[src/rtl/srp16_stack_pkg.sv]
// Shared types and constants for the SRP16 stack sequencer.
package srp16_stack_pkg;

    typedef enum logic [1:0] {
        IDLE = 2'd0,
        PUSH = 2'd1,
        POP  = 2'd2
    } stack_state_t;

    localparam logic [1:0] FLT_NONE = 2'b00;
    localparam logic [1:0] FLT_OVF  = 2'b01;
    localparam logic [1:0] FLT_UDF  = 2'b10;

    localparam logic [15:0] DEF_STACK_BASE  = 16'h0000;
    localparam logic [15:0] DEF_STACK_LIMIT = 16'hF000;

endpackage

[src/rtl/stack_seq.sv]
// Stack sequencer: owns the full-descending SP and runs one req/ack memory transaction per push/pop.
// Bounds faults are caught at acceptance, so a faulting request never reaches the memory port.
module stack_seq
    import srp16_stack_pkg::*;
#(
    parameter logic [15:0] STACK_BASE  = DEF_STACK_BASE,
    parameter logic [15:0] STACK_LIMIT = DEF_STACK_LIMIT
) (
    input  logic        clk,
    input  logic        reset,
    input  logic        op_valid,
    input  logic        op_push,
    input  logic [15:0] op_data,
    output logic        op_ready,
    output logic        res_valid,
    output logic [15:0] res_data,
    input  logic        sp_wr,
    input  logic [15:0] sp_din,
    output logic [15:0] sp_out,
    output logic        mem_req,
    output logic        mem_we,
    output logic [15:0] mem_addr,
    output logic [15:0] mem_wdata,
    input  logic [15:0] mem_rdata,
    input  logic        mem_ack,
    output logic        fault,
    output logic [1:0]  fault_code
);

    stack_state_t r_state;
    stack_state_t w_state_nxt;

    logic [15:0] r_sp;
    logic [15:0] r_mem_addr;
    logic [15:0] r_mem_wdata;
    logic [15:0] r_res_data;
    logic        r_res_valid;
    logic        r_fault;
    logic [1:0]  r_fault_code;

    logic w_idle;
    logic w_accept;
    logic w_ovf;
    logic w_udf;
    logic w_start;

    assign w_idle   = (r_state == IDLE);
    assign op_ready = w_idle && !sp_wr;
    assign w_accept = op_valid && op_ready;
    assign w_ovf    = w_accept &&  op_push && (r_sp == STACK_LIMIT);
    assign w_udf    = w_accept && !op_push && (r_sp == STACK_BASE);
    assign w_start  = w_accept && !w_ovf && !w_udf;

    always_ff @(posedge clk or posedge reset) begin
        if (reset) begin
            r_state <= IDLE;
        end else begin
            r_state <= w_state_nxt;
        end
    end

    always_comb begin
        w_state_nxt = r_state;
        case (r_state)
            IDLE: begin
                if (w_start) begin
                    w_state_nxt = op_push ? PUSH : POP;
                end
            end
            PUSH, POP: begin
                if (mem_ack) begin
                    w_state_nxt = IDLE;
                end
            end
            default: w_state_nxt = IDLE;
        endcase
    end

    // mem_req comes straight from the state register so reset removes it asynchronously.
    always_comb begin
        mem_req = 1'b0;
        mem_we  = 1'b0;
        case (r_state)
            PUSH: begin
                mem_req = 1'b1;
                mem_we  = 1'b1;
            end
            POP: begin
                mem_req = 1'b1;
            end
            default: begin
                mem_req = 1'b0;
                mem_we  = 1'b0;
            end
        endcase
    end

    always_ff @(posedge clk or posedge reset) begin
        if (reset) begin
            r_sp         <= STACK_BASE;
            r_mem_addr   <= 16'h0000;
            r_mem_wdata  <= 16'h0000;
            r_res_data   <= 16'h0000;
            r_res_valid  <= 1'b0;
            r_fault      <= 1'b0;
            r_fault_code <= FLT_NONE;
        end else begin
            r_res_valid  <= (r_state == POP) && mem_ack;
            r_fault      <= w_ovf || w_udf;
            r_fault_code <= w_ovf ? FLT_OVF : (w_udf ? FLT_UDF : FLT_NONE);

            if (w_idle && sp_wr) begin
                r_sp <= sp_din;
            end else if ((r_state == PUSH) && mem_ack) begin
                r_sp <= r_sp - 16'd1;
            end else if ((r_state == POP) && mem_ack) begin
                r_sp <= r_sp + 16'd1;
            end

            if (w_start) begin
                r_mem_addr  <= op_push ? (r_sp - 16'd1) : r_sp;
                r_mem_wdata <= op_data;
            end

            if ((r_state == POP) && mem_ack) begin
                r_res_data <= mem_rdata;
            end
        end
    end

    assign sp_out     = r_sp;
    assign mem_addr   = r_mem_addr;
    assign mem_wdata  = r_mem_wdata;
    assign res_data   = r_res_data;
    assign res_valid  = r_res_valid;
    assign fault      = r_fault;
    assign fault_code = r_fault_code;

endmodule
[config.mk]
export PLATFORM = sky130hd
export DESIGN_NAME = stack_seq
export DESIGN_NICKNAME = d
export VERILOG_FILES = /design/src/rtl/srp16_stack_pkg.sv /design/src/rtl/stack_seq.sv
export SDC_FILE = /design/constraint.sdc
export NUM_CORES = 1
export LEC_CHECK = 0
export ABC_AREA = 1
export ABC_CLOCK_PERIOD_IN_PS = 5850
export CAP_MARGIN = 20
export CORE_MARGIN = 2
export CORE_UTILIZATION = 51
export DETAILED_ROUTE_END_ITERATION = 6
export PLACE_DENSITY = 0.94
export SYNTH_ARGS = -nofsm -noshare
export SYNTH_HDL_FRONTEND = slang
export SYNTH_SLANG_ARGS = --single-unit
[constraint.sdc]
create_clock -name clk -period 5.85 [get_ports clk]
set_clock_uncertainty 0.2 [all_clocks]
set_input_delay 1.17 -clock clk [delete_from_list [all_inputs] [get_ports clk]]
set_output_delay 1.17 -clock clk [all_outputs]
set_load 0.05 [all_outputs]
==> results of run 1 <==
## path summary, 6_finish.rpt
check | start | end | slack (ns) | cells past startpoint
setup / recovery | op_push | mem_addr[8] | 1.78 | 8
min in group asynchronous | reset | mem_wdata[3] | 1.18 | 3
max in group asynchronous | reset | sp_out[11] | 3.70 | 3
hold reg to reg | res_data[11] | res_data[11] | 0.28 | 2
setup reg to reg | sp_out[0] | mem_addr[8] | 2.91 | 9
hold / removal | res_data[11] | res_data[11] | 0.28 | 2
## kinds of logic after synthesis
group / after synthesis
simple gates: 368
buf+inv: 72
flops: 70
compound gates: 60
xor+xnor: 7
fa+ha+maj: 5
## tightest hold or removal path, delay by kind of cell (launching register included)
kind / cells / cell delay, ns
AND/OR/NAND/NOR: 2 / 0.11
flip-flops: 1 / 0.34
## layer usage
layer / vias to the layer above / wire (um) / global-route usage (%)
met3: 44 / 1010 / 4.72
met2: 266 / 5520 / 44.5
met5: - / 0 / 0
li1: 2037 / - / -
met1: 1972 / 4520 / 36.5
met4: 0 / 238 / 8.09
## synthesized netlist by cell type, drive strengths merged
| master | count | area (um2) |
|---|---|---|
| xor2 | 6 | 52.6 |
| inv | 44 | 165 |
| nand3 | 42 | 215 |
| dfrtp | 70 | 1750 |
| o21ai | 48 | 240 |
| buf | 17 | 116 |
| a21oi | 7 | 35.0 |
| o22ai | 3 | 18.8 |
| nor3 | 1 | 5.00 |
| clkinv | 1 | 3.75 |
| o211ai | 2 | 15.0 |
| nand2 | 264 | 993 |
| clkbuf | 10 | 37.5 |
| xnor2 | 1 | 8.76 |
| nand3b | 2 | 15.0 |
| nand4 | 5 | 31.3 |
| nor2 | 53 | 231 |
| ha | 5 | 62.6 |
| or2 | 1 | 6.26 |
## flip-flops by register name, indices dropped and copies added, names as in the netlist
register and cells:
res_valid 1, r_state 2, res_data 16, mem_addr 16, fault 1, sp_out 16, mem_wdata 16, fault_code 2
## per-stage QoR
step / area [um2] / worst slack (ns) / power [uW]
after floorplan: 4010 / 2.66 / 2420
after global placement: 5230 / 1.61 / 3040
after detailed placement: 5230 / 1.45 / 3100
after CTS: 5430 / 1.80 / 3510
after global routing: 5430 / 1.36 / 3740
final: 5430 / 1.78 / 3530
## power groups by stage
stage | Sequential, uW | Clock [uW] | Combinational, uW
finish | 945 | 397 | 2190
global route | 976 | 423 | 2340
global placement | 929 | 0 | 2110
floorplan | 1590 | 0 | 835
CTS | 934 | 401 | 2170
detailed placement | 940 | 0 | 2160
## layout make-up
type	count	area [um2]	area share, %
Clock buffer	10	138	2.54
Multi-Input combinational cell	440	1930	35.6
Timing Repair Buffer	125	1250	23.0
Sequential cell	70	1750	32.3
Tap cell	102	128	2.35
Clock inverter	6	61.3	1.13
Inverter	45	169	3.11
==> metrics.yaml, run 1 <==
power_and_ir_drop:
  peakVddDrop_uv: 344
  clkPwrFrac_pct: 11.2
  switching_share_pct: 54.8
  p_int_uw: 1590
  pwr-share-comb_pct: 62.0
  total_leakage_power_uw: 0.00268
  p_seq_share_pct: 26.8
  p_per_area_nw_per_um2: 650
  p_switching_uw: 1940
route:
  routedWlPerCell_um: 14.1
  vias: 4319
  totalWireLength_um: 11300
  drt-initial-drc-count: 575
  dr.pass1.iters: 7
  via_per_inst: 5.41
  drc: 0
  drtAntennaViolNets: 0
clock_tree:
  cts_inserted_buffers: 9
  cts_tree: "done"
  h-tree-depth: 3
  cts_buffer_depth: 2
  worstSkewPairLatency_ns: 0.35
  clk_pin_slew_worst_paths_ns: 0.07
  post_cts_buffers: 0
  cts.sinks: 70
  holdBufCountCts: 0
  root_buffer: "clkbuf_8"
  cts-resized-gates: 0
synthesis:
  synth.area.mux_share_pct: 0
  yosysUniqueCellTypes: 28
  synth_compound_area_share_pct: 7.72
  syn_area_um2: 4010
  synthesis.nets: 641
  ys_ff_latch: 70
  synth_top_family_by_area: "simple AND/OR/NAND/NOR gates"
  synth-adder-area-share_pct: 1.56
  synth_simple_gate_area_share_pct: 37.4
  synthXorXnorAreaFrac_pct: 1.53
  synth_seq_area_share_pct: 43.7
  postSynthAreaPerCell_um2: 6.88
  ys_warn_count: 0
  syn-instance-count: 582
setup_path:
  path_delay_family: "buffers and inverters"
  crit_path_max_incr_delay_ns: 0.84
  crit_path_start_kind: "primary input"
  critPathBufInv: 3
  endpoint_kind: "flip-flop"
  crit_arrival_ns: 4.16
  timing.critical_path.fanout_max: 42
  cp_data_required_time_ns: 5.94
  crit_slowest_cell: "clkdlybuf4s50_1"
  worstSetupPathType: "in -> reg"
  path_cells: "clkdlybuf4s50_1 > inv_1 > nor2_1 > nand3_1 > nand3_2 > inv_2 > o21ai_0 > nand2_1"
layout:
  num-fill-cells: 609
  final_cells: 798
  post-route-util_pct: 71.0
  num_antenna_cells: 0
  final_nets: 750
  final_cell_mix: "nand2_1, clkdlybuf4s50_1, dfrtp_1"
  final_common_cell: "nand2_1"
  drive_gt1_share_pct: 4.45
  syn_to_final_growth_pct: 35.5
timing:
  period_minus_slack_ns: 4.07
  slew_headroom_pct: 42.6
  rsz0062_at_grt: "no"
  finalHoldViolations: 0
  clock.fmax_ghz: 0.246
  finalMaxSlewViolations: 0
  tns_ns: 0
  hold-worst-slack_ns: 0.280
  period_share_pct: 69.6
  finalSetupViolCount: 0
  tightest_slew_ns: 0.860
global_routing:
  grt_max_degree: 71
  antenna_found_initial: 0
  grt_pass1_wl_um: 18500
  grt_usage_pct: 26.9
  overflow: 0
  grt_pass1_vias: 3846
die:
  core_um2: 7650
  die_area_um2: 8580
  die_w_um: 92.6
  ios: 125
  initial_core_util_pct: 52.4
  die_y_um: 92.6
  rows: 32
hold_path:
  hold_path_class: "reg -> reg"
placement:
  gp_congestion: 0.970
  place_inst: 782
  port_buffers: 124
  hpwl_um: 8160
flow_run:
  maxCapViolCount: 0
status:
  status: "finished, final reports clean"
No activity file was read; power rests on OpenSTA's default activity.
==> inputs of run 2 (changes only) <==
--- a/config.mk
+++ b/config.mk
@@ -6,12 +6,12 @@
 export NUM_CORES = 1
 export LEC_CHECK = 0
 export ABC_AREA = 1
-export ABC_CLOCK_PERIOD_IN_PS = 5850
+export ABC_CLOCK_PERIOD_IN_PS = 3700
 export CAP_MARGIN = 20
 export CORE_MARGIN = 2
-export CORE_UTILIZATION = 51
+export CORE_UTILIZATION = 43
 export DETAILED_ROUTE_END_ITERATION = 6
-export PLACE_DENSITY = 0.94
+export PLACE_DENSITY = 0.85
 export SYNTH_ARGS = -nofsm -noshare
 export SYNTH_HDL_FRONTEND = slang
 export SYNTH_SLANG_ARGS = --single-unit
==> constraint.sdc (replaced) <==
create_clock -name clk -period 3.7 [get_ports clk]
set_clock_uncertainty 0.2 [all_clocks]
set_input_delay 0.74 -clock clk [delete_from_list [all_inputs] [get_ports clk]]
set_output_delay 0.74 -clock clk [all_outputs]
set_load 0.05 [all_outputs]
==> run 2 against run 1 <==
  * Critical path depth decreased by 5
  * Combinational power up 58%
  * Clock power rose by 81%
  * Cell area up 1.7%
  * Non-clock buffer count increased by 5
  * Largest cell class unchanged
  * Core utilization down 11 points
  * Largest power group unchanged
  * Die area rose by 18%
  * Sequential share of layout area down 0.54 points
  * Cell count is 1.8% higher
  * Routed wire length up 0.87%
  * Hold slack improved by 0.00093 ns
  * First-iteration DRC count down 27%
==> metrics.yaml, run 2 (same netlist as run 1, synthesis figures left out) <==
timing:
  clock.fmax_ghz: 0.318
  hold-worst-slack_ns: 0.281
  setup_ws_ns: 0.557
  rsz0062_at_grt: "no"
  period_share_pct: 84.9
  finalHoldViolations: 0
  period_minus_slack_ns: 3.14
  finalSetupViolCount: 0
  tightest_slew_ns: 0.744
  finalMaxSlewViolations: 0
  tns_ns: 0
  slew_headroom_pct: 50.4
setup_path:
  endpoint_kind: "output pin"
  worstSetupPathType: "in -> out"
  crit_arrival_ns: 2.20
  cp_data_required_time_ns: 2.76
  timing.critical_path.fanout_max: 3
  crit_path_start_kind: "primary input"
layout:
  final_common_cell: "nand2_1"
  drive_gt1_share_pct: 5.14
  num_antenna_cells: 0
  final_nets: 755
  num-fill-cells: 815
  post-route-util_pct: 60.3
  final_cell_mix: "nand2_1, clkdlybuf4s50_1, dfrtp_1"
  syn_to_final_growth_pct: 37.8
  fin_area_um2: 5520
die:
  die_w_um: 101
  die_area_um2: 10100
  initial_core_util_pct: 43.8
  ios: 125
  core_um2: 9150
  rows: 35
  die_y_um: 101
clock_tree:
  cts-resized-gates: 0
  cts_tree: "done"
  cts.sinks: 70
  clk_pin_slew_worst_paths_ns: 0.08
  cts_inserted_buffers: 9
  post_cts_buffers: 0
  holdBufCountCts: 0
  h-tree-depth: 3
  worstSkewPairLatency_ns: 0.34
  cts_buffer_depth: 2
  root_buffer: "clkbuf_8"
route:
  routedWlPerCell_um: 14.0
  drt-initial-drc-count: 422
  drc: 0
  vias: 4218
  drtAntennaViolNets: 0
  dr.pass1.iters: 5
  via_per_inst: 5.19
  totalWireLength_um: 11400
hold_path:
  hold_path_class: "reg -> reg"
power_and_ir_drop:
  peakVddDrop_uv: 541
  total_leakage_power_uw: 0.00272
  p_per_area_nw_per_um2: 1030
global_routing:
  grt_pass1_vias: 3976
  overflow: 0
  grt_usage_pct: 22.7
  antenna_found_initial: 0
  grt_pass1_wl_um: 18500
  grt_max_degree: 40
placement:
  gp_congestion: 0.948
  port_buffers: 124
  dp_slack_ns: 0.564
  place_area_um2: 5290
  hpwl_um: 8420
status:
  status: "finished, final reports clean"
flow_run:
  maxCapViolCount: 0
==> run 2: per-layer routing <==
metal | global-route usage, % | vias up | wire (um)
met3 | 3.54 | 36 | 820
met1 | 30.2 | 1930 | 4830
met2 | 36.9 | 201 | 5370
li1 | - | 2051 | -
met4 | 9.80 | 0 | 351
met5 | 0 | - | 0
==> run 2: layout make-up <==
cell class	count	area (um2)	area share, %
Tap cell	111	139	2.52
Clock buffer	9	124	2.24
Timing Repair Buffer	130	1300	23.5
Multi-Input combinational cell	440	1930	35.0
Clock inverter	7	106	1.93
Inverter	45	169	3.06
Sequential cell	70	1750	31.7
==> run 2: power breakdown <==
part	internal [uW]	switching (uW)
Clock	390	327
Combinational	1100	2370
Sequential	1110	379
Total	2600	3070
==> run 2: final timing paths <==
| check | cells past startpoint | startpoint | end | slack, ns |
|---|---|---|---|---|
| min in group asynchronous | 2 | reset | res_data[8] | 0.63 |
| worst max-delay path | 3 | sp_wr | op_ready | 0.56 |
| worst min register to register | 2 | res_data[12] | res_data[12] | 0.28 |
| worst min-delay path | 2 | res_data[12] | res_data[12] | 0.28 |
| max in group asynchronous | 3 | reset | mem_addr[7] | 2.00 |
| worst max register to register | 7 | r_state[1] | sp_out[8] | 1.36 |
==> run 2: worst max-delay path, stage by stage <==
cell and delay [ns]:
clkdlybuf4s50_1 0.45, nor2_1 0.16, clkdlybuf4s50_1 0.85
==> run 2: metrics by stage <==
stage | std cells | power [uW]
final | 812 | 5680
after global routing | 812 | 6010
after CTS | 812 | 5670
after detailed placement | 796 | 4930
after global placement | 796 | 4850
after floorplan | 582 | 3830
